<file path="config.mk">
export PLATFORM = sky130hd
export DESIGN_NAME = reset_button_debounce
export DESIGN_NICKNAME = d
export VERILOG_FILES = /design/src/rtl/reset_button_debounce.sv
export SDC_FILE = /design/constraint.sdc
export NUM_CORES = 1
export LEC_CHECK = 0
export CELL_PAD_IN_SITES_DETAIL_PLACEMENT = 1
export CELL_PAD_IN_SITES_GLOBAL_PLACEMENT = 2
export CORE_ASPECT_RATIO = 0.5
export CORE_MARGIN = 8
export CORE_UTILIZATION = 40
export DETAILED_ROUTE_END_ITERATION = 8
export PLACE_DENSITY = 0.82
export SYNTH_ARGS = -nofsm -noshare
export SYNTH_HDL_FRONTEND = slang
export SYNTH_SLANG_ARGS = --single-unit
</file>
<file path="constraint.sdc">
create_clock -name CLK -period 5.1 [get_ports CLK]
set_clock_uncertainty 0.2 [all_clocks]
set_input_delay 1.02 -clock CLK [delete_from_list [all_inputs] [get_ports CLK]]
set_output_delay 1.02 -clock CLK [all_outputs]
set_load 0.02 [all_outputs]
</file>
<file path="src/rtl/reset_button_debounce.sv">
// Synchronizes and debounces the active-low reset pushbutton.
// Define RESET_DEBOUNCE_GLITCH_CNT_EN to add the saturating Glitch_Count output.
module reset_button_debounce #(
    parameter int SYNC_STAGES     = 2,
    parameter int DEBOUNCE_CYCLES = 16
) (
    input  logic       CLK,
    input  logic       Reset,
    input  logic       Btn_Raw,
    output logic       Reset_L,
    output logic       Press_Pulse,
    output logic       Release_Pulse,
    output logic       Busy
`ifdef RESET_DEBOUNCE_GLITCH_CNT_EN
    ,
    output logic [7:0] Glitch_Count
`endif
);

    typedef enum logic [1:0] {
        REL,
        CONF_LO,
        HELD,
        CONF_HI
    } state_t;

    localparam logic [15:0] ACCEPT_CNT = 16'(DEBOUNCE_CYCLES);

    logic [SYNC_STAGES-1:0] sync_q;
    logic                   sync_out;
    state_t                 state_q;
    state_t                 state_d;
    logic [15:0]            cnt_q;
    logic [15:0]            cnt_d;
    logic                   reset_l_d;
    logic                   press_d;
    logic                   release_d;

    // Flops preset to 1 so a reset never looks like a press.
    always_ff @(posedge CLK or posedge Reset) begin
        if (Reset) begin
            sync_q <= '1;
        end else begin
            sync_q <= {sync_q[SYNC_STAGES-2:0], Btn_Raw};
        end
    end

    assign sync_out = sync_q[SYNC_STAGES-1];

    always_ff @(posedge CLK or posedge Reset) begin
        if (Reset) begin
            state_q       <= REL;
            cnt_q         <= '0;
            Reset_L       <= 1'b1;
            Press_Pulse   <= 1'b0;
            Release_Pulse <= 1'b0;
        end else begin
            state_q       <= state_d;
            cnt_q         <= cnt_d;
            Reset_L       <= reset_l_d;
            Press_Pulse   <= press_d;
            Release_Pulse <= release_d;
        end
    end

    // cnt counts samples already seen at the new level, so acceptance
    // happens on sample DEBOUNCE_CYCLES+1 and cnt never passes ACCEPT_CNT.
    always_comb begin
        state_d   = state_q;
        cnt_d     = cnt_q;
        reset_l_d = Reset_L;
        press_d   = 1'b0;
        release_d = 1'b0;
        unique case (state_q)
            REL: begin
                if (!sync_out) begin
                    state_d = CONF_LO;
                    cnt_d   = 16'd1;
                end else begin
                    cnt_d = '0;
                end
            end
            CONF_LO: begin
                if (sync_out) begin
                    state_d = REL;
                    cnt_d   = '0;
                end else if (cnt_q == ACCEPT_CNT) begin
                    state_d   = HELD;
                    cnt_d     = '0;
                    reset_l_d = 1'b0;
                    press_d   = 1'b1;
                end else begin
                    cnt_d = cnt_q + 16'd1;
                end
            end
            HELD: begin
                if (sync_out) begin
                    state_d = CONF_HI;
                    cnt_d   = 16'd1;
                end else begin
                    cnt_d = '0;
                end
            end
            CONF_HI: begin
                if (!sync_out) begin
                    state_d = HELD;
                    cnt_d   = '0;
                end else if (cnt_q == ACCEPT_CNT) begin
                    state_d   = REL;
                    cnt_d     = '0;
                    reset_l_d = 1'b1;
                    release_d = 1'b1;
                end else begin
                    cnt_d = cnt_q + 16'd1;
                end
            end
            default: begin
                state_d = REL;
                cnt_d   = '0;
            end
        endcase
    end

    assign Busy = (state_q == CONF_LO) || (state_q == CONF_HI);

`ifdef RESET_DEBOUNCE_GLITCH_CNT_EN
    logic abort;

    assign abort = ((state_q == CONF_LO) && sync_out) ||
                   ((state_q == CONF_HI) && !sync_out);

    always_ff @(posedge CLK or posedge Reset) begin
        if (Reset) begin
            Glitch_Count <= '0;
        end else if (abort && (Glitch_Count != 8'hFF)) begin
            Glitch_Count <= Glitch_Count + 8'd1;
        end
    end
`endif

endmodule
</file>
==> qor.txt <==
Status = completed
CP Cell Sequence = clkdlybuf4s50_1
Pleak = 0.000525 uW
Cells after Synth = 105
TritonCTS clock tree = built
Synth area leader = dfrtp_1
Mux share of post-synthesis cell area = 0
Antenna-violating nets left = 0
GPL Wtd Cong = 0.808
Crit Path Max Fanout = 3
Post-synth ARST share = 1.00
Final Total Pwr = 318 uW
IO buf count = 6
Unrepaired setup endpoints after global routing = no
Cell area after synthesis = 1110 sq um
Crit. End Element = output pin
Antenna violations before repair = 0
Main combinational cell family by area after synthesis = simple AND/OR/NAND/NOR gates
Vias in the first global route = 809
Worst path bufs/invs = 1
Ratio of cells with drive above 1 in the final layout = 0.133
Post-synth EDFFs = 0
Global Route Usage Sum = 0.112
Worst Max-Slew Pin Slew = 0.863 ns
Simple-Gate Fraction of Synth Area = 0.284
Starting Density = 0.424
Synth warn = 0
Number of gates resized after cts = 0
Setup tns final = 0 ns
IO Pins = 7
Setup WS pre-CTS = 2.75 ns
Diodes inserted = 0
Post-synthesis compound-gate area fraction = 0.0372
Die width = 90.5 microns
WP data required = 3.88 ns
Number of maximum-capacitance violations = 0
Post-synth top area share = 0.451
Row cnt = 13
Post-Synth XOR/XNOR Area = 0.110
Cell variety after synth = 32
Via count = 805
Die H = 53.2 microns
Count leader, synth = dfrtp_1
Switch share = 0.227
Min-delay worst type = register to register
Max Slew Vio Count = 0
Largest net degree at the start of global routing = 24
Sequential power share = 0.591
Clk sink count = 23
Post-CTS Setup Bufs = 0
Crit path largest cell delay = 0.60 ns
Post-Syn Nets = 110
Hold WS = 0.161 ns
DRT Wirelength = 2450 microns
Comb power frac = 0.049
Seq/Total Area, Yosys = 0.522
Reg clk slew, reported paths = 0.08 ns
Crit path DAT = 1.42 ns
Worst-path cell with the longest stage delay = clkdlybuf4s50_1
Fin. Hold Viols = 0
Layout Nets = 119
IR drop worst, VDD = 0.0766 mV
Clk Latency, worst-skew pair = 0.27 ns
Root Driver = clkbuf_8
CP delay by family, top = buffers and inverters
Synthesized area per cell = 10.6 sq um
Period utilization = 0.517
Routed wire length per instance = 16.3 microns
Final setup fails = 0
CTS Buffer Depth = 2
Most used DFF post-synth = dfrtp_1
DR iter-0 viols = 19
DRC viols = 0
Seq cells post-synth = 23
F_max = 379 MHz
H-tree levels = 1
NetSw = 72.3 uW
Setup slack after layout = 2.46 ns
Pre-Repair DR Iteration Count = 4
Rel. slew slack = 0.424
Dominant cells by area after synthesis = dfrtp_1, dfstp_2, xnor2_1, nor2_1, xor2_1
Setup CP Type = register to output pin
Vias per inst = 5.37
Layout area overhead = 12.7%
Worst setup SP type = register
Total gr overflow = 0
HPWL Detailed = 1690 microns
Min Tclk post-route = 2.64 ns
Pwr/cell area = 254 nW/um^2
CTS buffer count = 3
Area of the die = 4820 sq um
First-pass GRT wire length = 4150 microns
Internal = 246 uW
Commonest cells in the netlist = dfrtp_1, nor2_1, xnor2_1
Area of the core = 2620 sq um
Hold_buf cts = 0
Clock power share = 0.360
Adder-cell share of the synthesized area = 0.0225
==> worst paths after layout <==
kind	to	startpoint	slack (ns)	cells past startpoint
worst min-delay path	sync_q[1]	sync_q[0]	0.16	0
max in group asynchronous	cnt_q[12]	Reset	3.14	2
worst min register to register	sync_q[1]	sync_q[0]	0.16	0
worst max-delay path	Reset_L	Reset_L	2.46	1
min in group asynchronous	Release_Pulse	Reset	1.03	2
worst max register to register	cnt_q[14]	cnt_q[0]	2.72	6
==> power by group through the flow <==
stage / Combinational (uW) / Sequential, uW / Clock [uW]
after detailed placement: 15.2 / 191 / 0
final: 15.6 / 188 / 115
after global routing: 17.7 / 188 / 126
after global placement: 14.3 / 191 / 0
after CTS: 16.1 / 188 / 120
after floorplan: 10.8 / 190 / 0
==> metrics by stage <==
step	utilization	area (sq um)	std cells
6_report	0.478	1250	150
5_1_grt	0.478	1250	150
4_1_cts	0.478	1250	150
3_5_place_dp	0.460	1200	146
3_3_place_gp	0.460	1200	146
2_1_floorplan	-	1110	105
==> sequential cells by signal, summed over array words and instances, names as in the netlist, named ones only <==
signal,count
state_q,1
Reset_L,1
Release_Pulse,1
Press_Pulse,1
cnt_q,16
sync_q,2
==> layout make-up <==
cell class,count,area (sq um)
Fill cell,302,1370
Sequential cell,23,579
Multi-Input combinational cell,76,504
Timing Repair Buffer,6,60.1
Tap cell,37,46.3
Clock buffer,3,41.3
Inverter,4,15.0
Clock inverter,1,5.00
==> layer usage <==
layer | routed length (microns) | vias up | global-route usage | share of wire
met5 | 0 | - | 0 | 0
met3 | 119 | 2 | 0.0493 | 0.049
met2 | 1130 | 9 | 0.188 | 0.46
li1 | - | 378 | - | -
met4 | 8 | 0 | 0.0327 | 0.0033
met1 | 1200 | 416 | 0.130 | 0.49
==> kinds of logic after synthesis <==
group / after synthesis
simple gates: 54
flops: 23
xor+xnor: 14
compound gates: 6
buf+inv: 6
fa+ha+maj: 2
==> placed cells by master, fill, tap and decap left out <==
cell type         n
a211o_1           1
a21o_1            1
a21oi_1           1
and2_1            2
and3_1            2
and3_2            1
and4_1            1
clkbuf_8          3
clkdlybuf4s50_1   6
clkinv_2          1
dfrtp_1          20
dfstp_2           3
ha_1              2
inv_1             4
nand2_1           6
nand3_1           6
nand3b_2          1
nand4_1           4
nor2_1           17
nor2_4            1
nor3_1            3
nor4_1            2
nor4_2            1
o21a_1            1
o21ai_0           1
o31ai_1           1
or3_1             1
or4_1             2
or4_4             1
or4b_2            1
or4b_4            2
xnor2_1           8
xor2_1            6
Power figures use the tool's default switching activity.
==> RTL edit 1: new RTL, same flow settings <==
The option `RESET_DEBOUNCE_GLITCH_CNT_EN` is turned on by a define.
--- a/src/rtl/reset_button_debounce.sv
+++ b/src/rtl/reset_button_debounce.sv
@@ -1,5 +1,7 @@
 // Synchronizes and debounces the active-low reset pushbutton.
 // Define RESET_DEBOUNCE_GLITCH_CNT_EN to add the saturating Glitch_Count output.
+`define RESET_DEBOUNCE_GLITCH_CNT_EN
+
 module reset_button_debounce #(
     parameter int SYNC_STAGES     = 2,
     parameter int DEBOUNCE_CYCLES = 16
Function (old outputs only; new: Glitch_Count): kept (Yosys induction, for registers that start in step).
==> RTL edit 1 against the original RTL <==
  * Power rose by 120%
  * Sequential cell count rose by 8
  * Core utilization rose by 0.82 points
  * Synthesized area rose by 43%
  * Combinational power rose to 8.3 times the old value
  * Synthesized cell count rose by 39%
  * Cell area rose by 49%
  * Largest cell class unchanged
  * Setup slack got worse by 0.010 ns
  * Routed wire length rose by 40%
  * Die area rose by 32%
  * Critical path type unchanged
  * Clock power rose by 120%
==> RTL edit 1: results (changes against the original RTL) <==
----------------------------------------------------
[Status]
  Result of the run ... finished, final reports clean

[Power]
  Leak ... 0.7330 nW (+40%)
  Power density over cell area ... 369.8 nW/um^2 (+45%)
  Worst VDD drop ... 0.0001700 V (+120%)

[Place]
  Instance area after placement ... 1750 um^2 (+45%)
  Cell count after placement ... 208 (+42%)
  Total half-perimeter wirelength after legalization and detailed placement ... 2347 um (+39%)
  GP Congestion ... 0.7610 (-5.9%)
  Pre-CTS setup slack ... 2.596 ns (-0.1508 ns)
  Total of buffers placed on input and output ports ... 14 (+8)

[Worst setup path]
  Register-to-Register Setup Slack ... 2.53 ns (-0.19 ns)
  Crit Path Max Fanout ... 3 (unchanged)
  Path depth of the worst reg2reg path ... 6 (unchanged)
  Critical R2R Capture ... cnt_q[8]$_DFF_PP0_

[Routing]
  Via count ... 1113 (+38%)
  Initial DRC Count ... 25 (+6)
  Per-cell routed wire length ... 15.88 um (-2.8%)

[Cells and area]
  Fraction of the core area covered by cells at the end of the flow ... 48.60% (+0.82 points)
  Layout fillers ... 432 (+43%)
  Area taken by flip-flops and latches ... 779.5 um^2 (+35%)
  Clock buffer instance count of the final layout ... 6 (+3)
  Non-clk buf share ... 7.904% (+3.1 points)
  Fraction of final layout cells sized beyond drive strength 1 ... 17.90% (+4.6 points)
  Largest regs ... cnt_q x16, Glitch_Count x8, sync_q x2
  Area growth syn-to-layout ... 17.93%
  Final-stage net count ... 167 (+40%)
  Buffers outside the clock class ... 15 (+9)
  Area used by multi-input combinational logic ... 729.5 um^2 (+45%)
  Multi-input gate count ... 101 (+33%)
  Clock tree cell share of total cell area ... 6.296% (+2.6 points)
  Non-clock inverter total of the final layout ... 7 (+3)
  Final non-filler cell total ... 216 (+44%)

[Clock network]
  Clock slew at the register clock pins of the worst setup and hold paths ... 0.06 ns (-0.02 ns)
  Htree depth ... 2 (+1)
  Clock insertion delay at the later pin of the skew report ... 0.29 ns (+0.02 ns)
  Number of buffers inserted during clock tree synthesis ... 5 (+2)

[Timing]
  Highest Clock Rate ... 377.8 MHz (-0.38%)
  Transition at the pin with the smallest max-transition slack ... 1.137 ns (+0.2743 ns)
  Post-route worst hold slack ... 0.1560 ns (-0.005471 ns)

[Global route]
  Via count of the first global-routing pass ... 1195 (+48%)
  Pin count of the biggest net entering global routing ... 32 (+33%)
  Global-route total usage across every layer ... 12.10% (+0.89 points)
  Wire length of the first global-routing pass ... 5927 um (+43%)

[Synthesis]
  Instance count of the mapped netlist ... 146 (+39%)
  Sequential element share of the synthesized area ... 49.21% (-3.0 points)
  Leading cell types by count after synthesis ... dfrtp_1, xor2_1, nor2_1, xnor2_1
  Total of flip-flops plus latches after synthesis ... 31 (+35%)
  Number of library cell types mapped by synthesis ... 35 (+9.4%)
  Top_reg_cell synth ... dfrtp_1
  Cell types occupying the most area after synthesis ... dfrtp_1, nor2_4, xor2_1, xnor2_1, dfstp_2

[Hold path]
  Start point of the worst min-delay path ... sync_q[0]$_DFF_PP1_

----------------------------------------------------
RTL edit 1: cell types whose count changed in the layout (fill, tap and decap cells not counted), moves of 3 or more:
cell / delta
clkbuf_8: +3
clkdlybuf4s50_1: +8
dfrtp_1: +8
inv_1: +3
nand2_1: +3
nor2_1: -7
nor2_4: +8
nor3_1: +5
nor4_1: +5
xor2_1: +5
RTL edit 1: cells by family after synthesis:
kind of cell	synth area share [%]
muxes	0.7108
DFF	49.21
xor gates and xnor gates	11.61
buffers and inverters	4.739
adders and majority gates	2.370
AOI/OAI and AO/OA	3.238
and+or+nand+nor	28.12
RTL edit 1: power breakdown:
part / internal [mW] / total (mW) / switching (mW)
Sequential: 0.271 / 0.305 / 0.0348
Clock: 0.158 / 0.255 / 0.0974
Combinational: 0.0624 / 0.130 / 0.0677
RTL edit 1: metal layers:
metal	vias up	track usage, %	share of wire, %
met5	-	0	0
met1	558	13.99	48
li1	528	-	-
met4	0	6.225	2.3
met3	6	5.508	5.4
met2	21	18.96	45
==> RTL edit 2: new RTL, same flow settings <==
Made on the original files. Remove the register `Press_Pulse`: a continuous assignment takes its place, so the output `Press_Pulse` follows one clock earlier.
--- a/src/rtl/reset_button_debounce.sv
+++ b/src/rtl/reset_button_debounce.sv
@@ -52,16 +52,16 @@
             state_q       <= REL;
             cnt_q         <= '0;
             Reset_L       <= 1'b1;
-            Press_Pulse   <= 1'b0;
             Release_Pulse <= 1'b0;
         end else begin
             state_q       <= state_d;
             cnt_q         <= cnt_d;
             Reset_L       <= reset_l_d;
-            Press_Pulse   <= press_d;
             Release_Pulse <= release_d;
         end
     end
+
+    assign Press_Pulse = press_d;
 
     // cnt counts samples already seen at the new level, so acceptance
     // happens on sample DEBOUNCE_CYCLES+1 and cnt never passes ACCEPT_CNT.
Behaviour: no difference found for any inputs over 10 cycles, from zero or initial values and one cycle with Reset high; that may be too few to reach the edited logic, so the function may still have changed.
==> RTL edit 2 against the original RTL <==
  * Routed wire length down 3.6%
  * Synthesized area down 2.3%
  * First-iteration DRC count up 58%
  * Sequential cell count down 1
  * Cell area unchanged
  * Critical path depth up 5
  * Hold slack better by 0.0019 ns
  * Synthesized cell count down 0.95%
  * Largest cell class unchanged
  * Setup slack worse by 1.3 ns
  * Power up 12%
==> RTL edit 2: results (changes against the original RTL) <==
----------------------------------------------------
[Status]
  Result of the run ... finished, final reports clean

[Synthesis]
  Cell types occupying the most area after synthesis ... dfrtp_1, dfstp_2, xnor2_1, nor2_1, xor2_1
  Sequential element share of the synthesized area ... 51.10% (-1.1 points)
  Async SR Flop Fraction ... 100.0% (unchanged)
  Instance count of the mapped netlist ... 104 (-0.95%)
  Leading cell types by count after synthesis ... dfrtp_1, nor2_1, xnor2_1
  Net count after synthesis ... 109 (-0.91%)
  Count of synthesis-stage warnings from yosys ... 0 (unchanged)

[Cells and area]
  Share of cell area taken by flip-flops and latches ... 44.30% (-2.0 points)
  Final-stage net count ... 118 (-0.84%)
  Layout fillers ... 286 (-5.3%)
  Fraction of final layout cells sized beyond drive strength 1 ... 13.39% (+0.12 points)
  Area used by multi-input combinational logic ... 504.2 um^2 (unchanged)
  Clock tree cell share of total cell area ... 5.700% (+2.0 points)

[Global route]
  Via count of the first global-routing pass ... 845 (+4.4%)
  Met3 Track Usage GR ... 4.375% (-0.55 points)
  Wire length of the first global-routing pass ... 4153 um (+0.17%)
  Global-route total usage across every layer ... 11.57% (+0.36 points)
  Pin count of the biggest net entering global routing ... 23 (-4.2%)
  GR Layer Usage met2 ... 18.52% (-0.23 points)
  Met1 layer usage reported by global route ... 14.96% (+1.9 points)

[Place]
  Total half-perimeter wirelength after legalization and detailed placement ... 1758 um (+4.1%)
  Cell count after placement ... 145 (-0.68%)
  GP Congestion ... 0.7613 (-5.8%)

[Power]
  Leak ... 0.5209 nW (-0.72%)
  Switching power summed over all nets ... 68.53 uW (-5.2%)
  Worst VDD drop ... 0.0001399 V (+83%)
  Part of the power in registers ... 50.4% (-8.7 points)
  Part of the total power dissipated in combinational logic ... 4.1% (-0.8 points)

[Worst setup path]
  Delay of the slowest cell on the worst path ... 0.63 ns (+0.03 ns)
  Critical path data arrival time ... 2.73 ns (+1.31 ns)
  Crit Path Max Fanout ... 4 (+1)

[Routing]
  Highest metal layer with signal wires ... met3
  Wire length reported by the detailed router ... 2362 um (-3.6%)
  Initial DRC Count ... 30 (+11)
  Met3 Wirelength ... 112 um (-5.9%)
  Per-cell via count in the routed design ... 5.215 (-2.8%)
  Wire length on met1 ... 1153 um (-3.7%)
  Via count ... 777 (-3.5%)
  Total length of routed met2 wires ... 1096 um (-2.6%)

[Timing]
  Transition at the pin with the smallest max-transition slack ... 0.8547 ns (-0.008413 ns)

[Clock network]
  Number of sinks on the clock net ... 22 (-4.3%)
  Htree depth ... 1 (unchanged)
  Cell chosen for the clock root ... clkbuf_8

----------------------------------------------------
-- RTL edit 2: cell count changes after synthesis --
cell / before / now
dfrtp_1: 20 / 19
-- RTL edit 2: path summary, 6_finish.rpt --
kind | start | endpoint | slack (ns) | depth (start not counted)
worst min register to register | sync_q[0]$_DFF_PP1_ | sync_q[1]$_DFF_PP1_ | 0.16 | 0
worst max-delay path | cnt_q[0]$_DFF_PP0_ | Press_Pulse | 1.15 | 6
worst min-delay path | sync_q[0]$_DFF_PP1_ | sync_q[1]$_DFF_PP1_ | 0.16 | 0
max in group asynchronous | Reset | cnt_q[11]$_DFF_PP0_ | 3.14 | 2
worst max register to register | cnt_q[0]$_DFF_PP0_ | cnt_q[15]$_DFF_PP0_ | 2.87 | 6
min in group asynchronous | Reset | state_q[0]$_DFFE_PP0P_ | 1.03 | 2
-- RTL edit 2: through the flow --
stage / instance area (um^2) / hold slack, ns / setup WS, ns / util (%) / power, mW
after CTS: 1251 / 0.1668 / 1.136 / 48.38 / 0.3636
after global placement: 1180 / 0.1463 / 1.498 / 45.62 / 0.1971
final: 1251 / 0.1633 / 1.154 / 48.38 / 0.3563
after global routing: 1251 / 0.1745 / 1.033 / 48.38 / 0.3744
after floorplan: 1085 / 0.1452 / 1.810 / - / 0.1930
after detailed placement: 1180 / 0.1539 / 1.430 / 45.62 / 0.1981
-- RTL edit 2: cell families after synthesis --
logic type	after synthesis	share of synthesized area [%]
AO/OA/AOI/OAI	6	3.806
XOR/XNOR	14	11.30
adder cells (fa/ha/maj)	2	2.306
buffers and inverters	6	2.422
flip-flops	22	51.10
AND/OR/NAND/NOR	54	29.06
-- RTL edit 2: worst max-delay path: cells and delay by family, from the launching register on --
kind          cells  cell delay (ns)
fa+ha+maj         1             0.13
flops             1             0.41
simple gates      3             1.20
buf+inv           2             0.71
